==> src/rtl/execute_stage.sv <==
// execute_stage: ALU/jump execute stage with one-entry result forwarding and post-jump squash.
module execute_stage (
  input  logic        CLK,
  input  logic        RST_N,
  input  logic        STAGE3IN,
  input  logic [15:0] IRIN,
  input  logic [15:0] PCIN,
  input  logic [15:0] DATAIN1,
  input  logic [15:0] DATAIN2,
  input  logic [15:0] DATAIN3,
  input  logic        STAGE4READY,
  output logic        STALL,
  output logic        VALIDOUT,
  output logic [15:0] IROUT,
  output logic [15:0] PCOUT,
  output logic [15:0] RESULT,
  output logic [3:0]  WREG,
  output logic        WEN,
  output logic        JUMPEN,
  output logic [15:0] JUMPADDR
);
  localparam logic [3:0] ADD = 4'h1, OR = 4'h2, AND = 4'h3, SUB = 4'h4, SLT = 4'h5, ADDI = 4'h6, JUMP = 4'h7;
  logic        fwd_valid, squash, accept, is_alu, is_addi, taken, wen_n;
  logic [3:0]  fwd_reg, op, wreg_n;
  logic [15:0] fwd_data, opa, opb, opr, res;
  always_comb begin
    op      = IRIN[15:12];
    accept  = STAGE3IN & STAGE4READY;
    opa     = (fwd_valid && fwd_reg == IRIN[7:4])  ? fwd_data : DATAIN2;
    opb     = (fwd_valid && fwd_reg == IRIN[3:0])  ? fwd_data : DATAIN3;
    opr     = (fwd_valid && fwd_reg == IRIN[11:8]) ? fwd_data : DATAIN3;
    is_alu  = op == ADD || op == OR || op == AND || op == SUB || op == SLT;
    is_addi = op == ADDI;
    res     = op == ADD ? opa + opb :
              op == SUB ? opa - opb :
              op == AND ? opa & opb :
              op == OR  ? opa | opb :
              op == SLT ? {15'd0, $signed(opa) < $signed(opb)} :
              is_addi   ? opr + DATAIN2 : 16'd0;
    wreg_n  = is_alu ? DATAIN1[3:0] : is_addi ? IRIN[11:8] : 4'd0;
    wen_n   = ~squash & (is_alu | is_addi) & (wreg_n != 4'd0);
    taken   = ~squash & (op == JUMP);
  end
  assign STALL = STAGE3IN & ~STAGE4READY;
  always_ff @(posedge CLK or negedge RST_N) begin
    if (!RST_N) begin
      VALIDOUT  <= 1'b0;
      WEN       <= 1'b0;
      JUMPEN    <= 1'b0;
      RESULT    <= 16'h0000;
      IROUT     <= 16'h0000;
      PCOUT     <= 16'h0000;
      JUMPADDR  <= 16'h0000;
      WREG      <= 4'h0;
      fwd_valid <= 1'b0;
      fwd_reg   <= 4'h0;
      fwd_data  <= 16'h0000;
      squash    <= 1'b0;
    end else if (accept) begin
      VALIDOUT  <= ~squash;
      WEN       <= wen_n;
      JUMPEN    <= taken;
      IROUT     <= IRIN;
      PCOUT     <= PCIN;
      RESULT    <= res;
      WREG      <= wreg_n;
      fwd_valid <= wen_n;
      squash    <= taken;
      if (taken) JUMPADDR <= {8'h00, DATAIN1[7:0]};
      if (wen_n) begin
        fwd_reg  <= wreg_n;
        fwd_data <= res;
      end
    end else begin
      JUMPEN <= 1'b0;
      if (!STAGE3IN) begin
        VALIDOUT <= 1'b0;
        WEN      <= 1'b0;
      end
    end
  end
endmodule

==> config.mk <==
export PLATFORM = sky130hd
export DESIGN_NAME = execute_stage
export DESIGN_NICKNAME = d
export VERILOG_FILES = /design/src/rtl/execute_stage.sv
export SDC_FILE = /design/constraint.sdc
export NUM_CORES = 1
export LEC_CHECK = 0
export BUFFER_PORTS_ARGS = -buffer_cell sky130_fd_sc_hd__buf_2
export CAP_MARGIN = 5
export CORE_MARGIN = 5
export CORE_UTILIZATION = 56
export CTS_CLUSTER_DIAMETER = 40
export DETAILED_ROUTE_END_ITERATION = 6
export PLACE_DENSITY = 0.88
export SYNTH_ARGS = -nofsm -noshare
export SYNTH_HDL_FRONTEND = slang
export SYNTH_SLANG_ARGS = --single-unit
==> constraint.sdc <==
create_clock -name CLK -period 6.45 [get_ports CLK]
set_input_delay 1.6125 -clock CLK [delete_from_list [all_inputs] [get_ports CLK]]
set_output_delay 1.6125 -clock CLK [all_outputs]
set_load 0.02 [all_outputs]
# After elaboration in Yosys (flattened, before gate mapping)
# Index checks and enable logic that the tools add are counted.
# word_totals
regBits	85
in_bits	84
elab_cells	62
out_inout_bits	72
# classes
n_reduce_logical	10
bitwise	10
n_lt_le_gt_ge	1
muxes	15
n_addsub	3
eq_ne	11
# ops
operator	count
$mux 16	9
$add 16x16->16	2
$and 16x16->16	1
$eq 4x3->1 const B	4
$lt 16x16->1	1
$or 16x16->16	1
$sub 16x16->16	1
$eq 4x4->1	3
$eq 4x2->1 const B	2
$mux 4	2
$and 1x1->1	5
$eq 4x1->1 const B	1
$logic_or 1x1->1	4
$mux 1	4
$reduce_and 2->1	2
$reduce_bool 4->1	1
$logic_and 1x1->1	3
$ne 2x1->1 const B	1
$not 1->1	2
$or 1x1->1	1

# Logic depth before layout (Yosys ltp)
# logic_depth
ltp_word	10
ltp_mapped	17
mapped_depth_nobuf	16

# Worst setup path after synthesis
# Ideal clock, no wire load.
# synth_timing
path_kind	input port to flip-flop
from	input port IRIN[4]
to	register RESULT[15]
arrival_time_ps	5548
setup_ps	135
path_slack_ps	767
path_buffers	1
required_ps	6315
path_stages	16
path_cell_list	inv_1 -> a222oi_1 -> nor4b_2 -> clkbuf_1 -> mux2i_1 -> inv_1 -> ha_1 -> a21oi_1 -> nor2_1 -> o41ai_4 -> nor4_2 -> o22a_1 -> and3_1 -> or4b_4 -> a221oi_2 -> a31oi_1
# synth_between
elab_chain_cells	8
elab_cells_between_ends	11
classes_between	add/sub (2); eq/ne (1); mux (5); bitwise (2); reduce/logical (1)
# synth_rtl
element	line	source
start, declared	6	input logic [15:0] IRIN,
$eq 4x4->1 (*)	29	opa = (fwd_valid && fwd_reg == IRIN[7:4]) ? fwd_data : DATAIN2;
$logic_and 1x1->1 (*)	29	
$mux 16 (*)	29	
branches (longest 4 deep; another with $sub 16x16->16)	--	
$mux 16 (*)	34	res = op == ADD ? opa + opb :
end signal, assigned	65	RESULT <= res;
end, declared	16	output logic [15:0] RESULT,
# Mark *: on every way between the ends.
# A chain may end at the register's enable or synchronous reset.

# Worst setup path after layout
# layout_timing
from	input port IRIN[4]
to	register RESULT[11]
# The elaborated chain is that of the path after synthesis.

==> impl_metrics.env <==
export IMPL_finalPower_mw=1.88
export IMPL_pre_cts_ws_ns=0.499
export IMPL_max_cap_violations=0
export IMPL_cts_sinks=85
export IMPL_synth_seq_cells=85
export IMPL_place_gp_congestion=0.965
export IMPL_pwr_share_clk=0.282
export IMPL_antenna_found_initial=2
export IMPL_wl_met1_mm=7.74
export IMPL_top_layer="met4"
export IMPL_comb_power_share=0.341
export IMPL_status="finished, final reports clean"
export IMPL_root_buffer="clkbuf_16"
export IMPL_grt_pass1_wl_mm=30.4
export IMPL_drc_errors=0
export IMPL_wl_per_cell_um=18.4
export IMPL_via_per_inst=6.06
export IMPL_worstPathArrival_ns=5.86
export IMPL_cp_max_fo=6
export IMPL_worst_pin_slew_ns=1.19
export IMPL_firstDrtPassIters=5
export IMPL_cts_setup_buffers=0
export IMPL_fmax_mhz=177
export IMPL_syn_cell_area_sq_mm=0.00684
export IMPL_ys_types=60
export IMPL_vdd_ir_drop_max_v=0.000118
export IMPL_drt_iter0_markers=524
export IMPL_clkTransAtPathRegs_ns=0.06
export IMPL_rows=40
export IMPL_htreeDepth=3
export IMPL_route_vias_total=6222
export IMPL_p_leak_nw=3.84
export IMPL_io_pins=156
export IMPL_fillers=951
export IMPL_grt_pass1_vias=6222
export IMPL_end_kind="flip-flop"
export IMPL_slew_viol_final=0
export IMPL_yosysSeqAreaShare=0.311
export IMPL_ys_top_cells_by_area="dfrtp_1 31%, mux2_2 13%, ha_1 12%, a21oi_1 4.5%, o21ai_0 3.3%"
export IMPL_io_buffer_count=139
export IMPL_hpwlAfterDp_mm=14.2
export IMPL_syn_inst=746
export IMPL_start_util=0.569
export IMPL_layout_drive_gt1_share=0.293
export IMPL_hold_class="reg -> reg"
export IMPL_ant_nets=0
export IMPL_async_flop_share=1.00
export IMPL_postCtsResizedCells=0
export IMPL_layout_area_seq_sq_mm=0.00213
export IMPL_multiInputGateArea_sq_mm=0.00436
export IMPL_fp_dieH_um=120
export IMPL_synth_edf_count=0
export IMPL_cts_max_path_buffers=2
export IMPL_drt_wl_total_mm=18.8
export IMPL_area_growth_pct=16.6
export IMPL_totalNegativeSetupSlack_ns=0
export IMPL_fin_crit_sh=0.875
export IMPL_yosysTopAreaCell="dfrtp_1"
export IMPL_p_switching_mw=0.714
export IMPL_period_needed_ns=5.64
export IMPL_syn_mean_instance_area_sq_um=9.16
export IMPL_setup_viol=0
export IMPL_gr_usage_all_layers=0.258
export IMPL_criticalPathCategory="in -> reg"
export IMPL_p_per_area_mw_per_mm2=236
export IMPL_grt_max_degree=73
export IMPL_ys_top_cells_by_count="85 x dfrtp_1, 79 x mux2_2, 66 x ha_1"
export IMPL_clkLatencyLatePin_ns=0.35
export IMPL_die_area_sq_mm=0.0145
export IMPL_wl_met2_mm=9.37
export IMPL_synth_warnings=0
export IMPL_yosysMostFrequentCell="dfrtp_1"
export IMPL_hold_buffers=0
export IMPL_cts_tree="built"
export IMPL_crit_path_start_kind="input port"
export IMPL_p_int_mw=1.17
export IMPL_skew_ns=0.00864
export IMPL_seq_power_share=0.377
export IMPL_netlist_area_leader_share=0.311
export IMPL_cts_buffers=9
export IMPL_rsz0062_at_grt="no"
export IMPL_dr_wl_met3_mm=1.21
export IMPL_grt_overflow=0
export IMPL_swShare=0.380
export IMPL_synth_top_flop_cell="dfrtp_1"
export IMPL_fin_ws_ns=0.807
export IMPL_hold_viol_final=0
export IMPL_die_w_um=120
export IMPL_core_area_sq_mm=0.0120
export IMPL_relSlewSlack=0.205
export IMPL_critPathRequiredTime_ns=6.66
export IMPL_layout_nets=1026
-- layer usage --
metal	track usage	vias up
met2	0.449	281
met1	0.319	2958
met4	0.106	0
met5	0	-
met3	0.0398	46
li1	-	2937
-- power groups by stage --
stage	Sequential (mW)	Combinational, mW	Clock [mW]
global route	0.721	0.702	0.554
detailed placement	0.714	0.634	0
floorplan	0.777	0.363	0
global placement	0.705	0.614	0
CTS	0.707	0.640	0.536
finish	0.708	0.642	0.530
-- worst max-delay path, stage by stage --
cell and delay, ns:
buf_2 0.10, inv_1 0.05, a222oi_1 0.32, nor4b_4 0.51, buf_4 0.27, mux2i_1 0.27, inv_1 0.09, ha_1 0.35
a31o_1 0.28, o41ai_4 0.43, o31ai_1 0.18, a211oi_1 0.36, nor3_1 0.09, o32a_1 0.36, a211oi_1 0.44, a31oi_1 0.15
-- stage by stage --
step	hold slack, ns	util	cells	instance area (sq um)
detailed placement	0.468	0.638	1009	7660
floorplan	0.488	-	753	6860
global route	0.505	0.664	1027	7970
finish	0.477	0.664	1027	7970
global placement	0.456	0.638	1009	7660
CTS	0.483	0.663	1025	7970
-- cell families (layout without fill, tap and decap cells) --
family	Yosys count	in the layout	synth area share
AO/OA/AOI/OAI	209	209	0.202
XOR/XNOR	23	23	0.0295
adder cells (fa/ha/maj)	69	69	0.130
buffers and inverters	98	223	0.0593
flip-flops	85	85	0.311
multiplexers	94	94	0.152
other	1	10	0.000549
AND/OR/NAND/NOR	167	167	0.116
-- cell usage in the layout, fill, tap and decap left out, types with 4 or more instances in the layout --
cell type / Yosys / routed
nor3_1: 16 / 15
nor2_1: 48 / 47
nand2_1: 59 / 58
nand4_1: 5 / 5
mux2i_1: 15 / 15
inv_1: 58 / 58
conb_1: 1 / 8
o31ai_1: 8 / 8
nand3_1: 5 / 5
mux2_2: 79 / 79
a21oi_1: 61 / 61
o22ai_1: 5 / 5
o21bai_1: 9 / 9
a31oi_1: 7 / 7
ha_1: 66 / 66
nor4_1: 5 / 4
a221o_1: 7 / 7
o211ai_1: 5 / 5
buf_2: 0 / 138
nand2b_1: 4 / 4
xor2_1: 16 / 16
o221ai_1: 13 / 13
buf_4: 8 / 11
o21a_1: 6 / 6
a211oi_1: 8 / 8
xnor2_1: 7 / 7
nor2b_1: 6 / 6
clkbuf_16: 0 / 9
a21o_1: 13 / 13
o21ai_0: 45 / 45
dfrtp_1: 85 / 85
-- worst paths after layout --
kind / start / endpoint / slack, ns / depth (start not counted)
max: IRIN[4] / RESULT[11] / 0.81 / 16
min: RESULT[14] / RESULT[14] / 0.48 / 2
max reg2reg: fwd_reg[1] / RESULT[11] / 1.68 / 15
min reg2reg: RESULT[14] / RESULT[14] / 0.48 / 2
max in group asynchronous: RST_N / RESULT[12] / 4.23 / 2
min in group asynchronous: RST_N / RESULT[2] / 1.12 / 1
-- layout make-up --
cell class | count | area share
multi-input combinational | 570 | 0.547
sequential | 85 | 0.267
timing repair buffer | 149 | 0.0970
clock buffer | 9 | 0.0283
inverter | 58 | 0.0273
tap | 147 | 0.0231
clock inverter | 7 | 0.00957
antenna | 2 | 0.000628
Power figures use the tool's default switching activity.
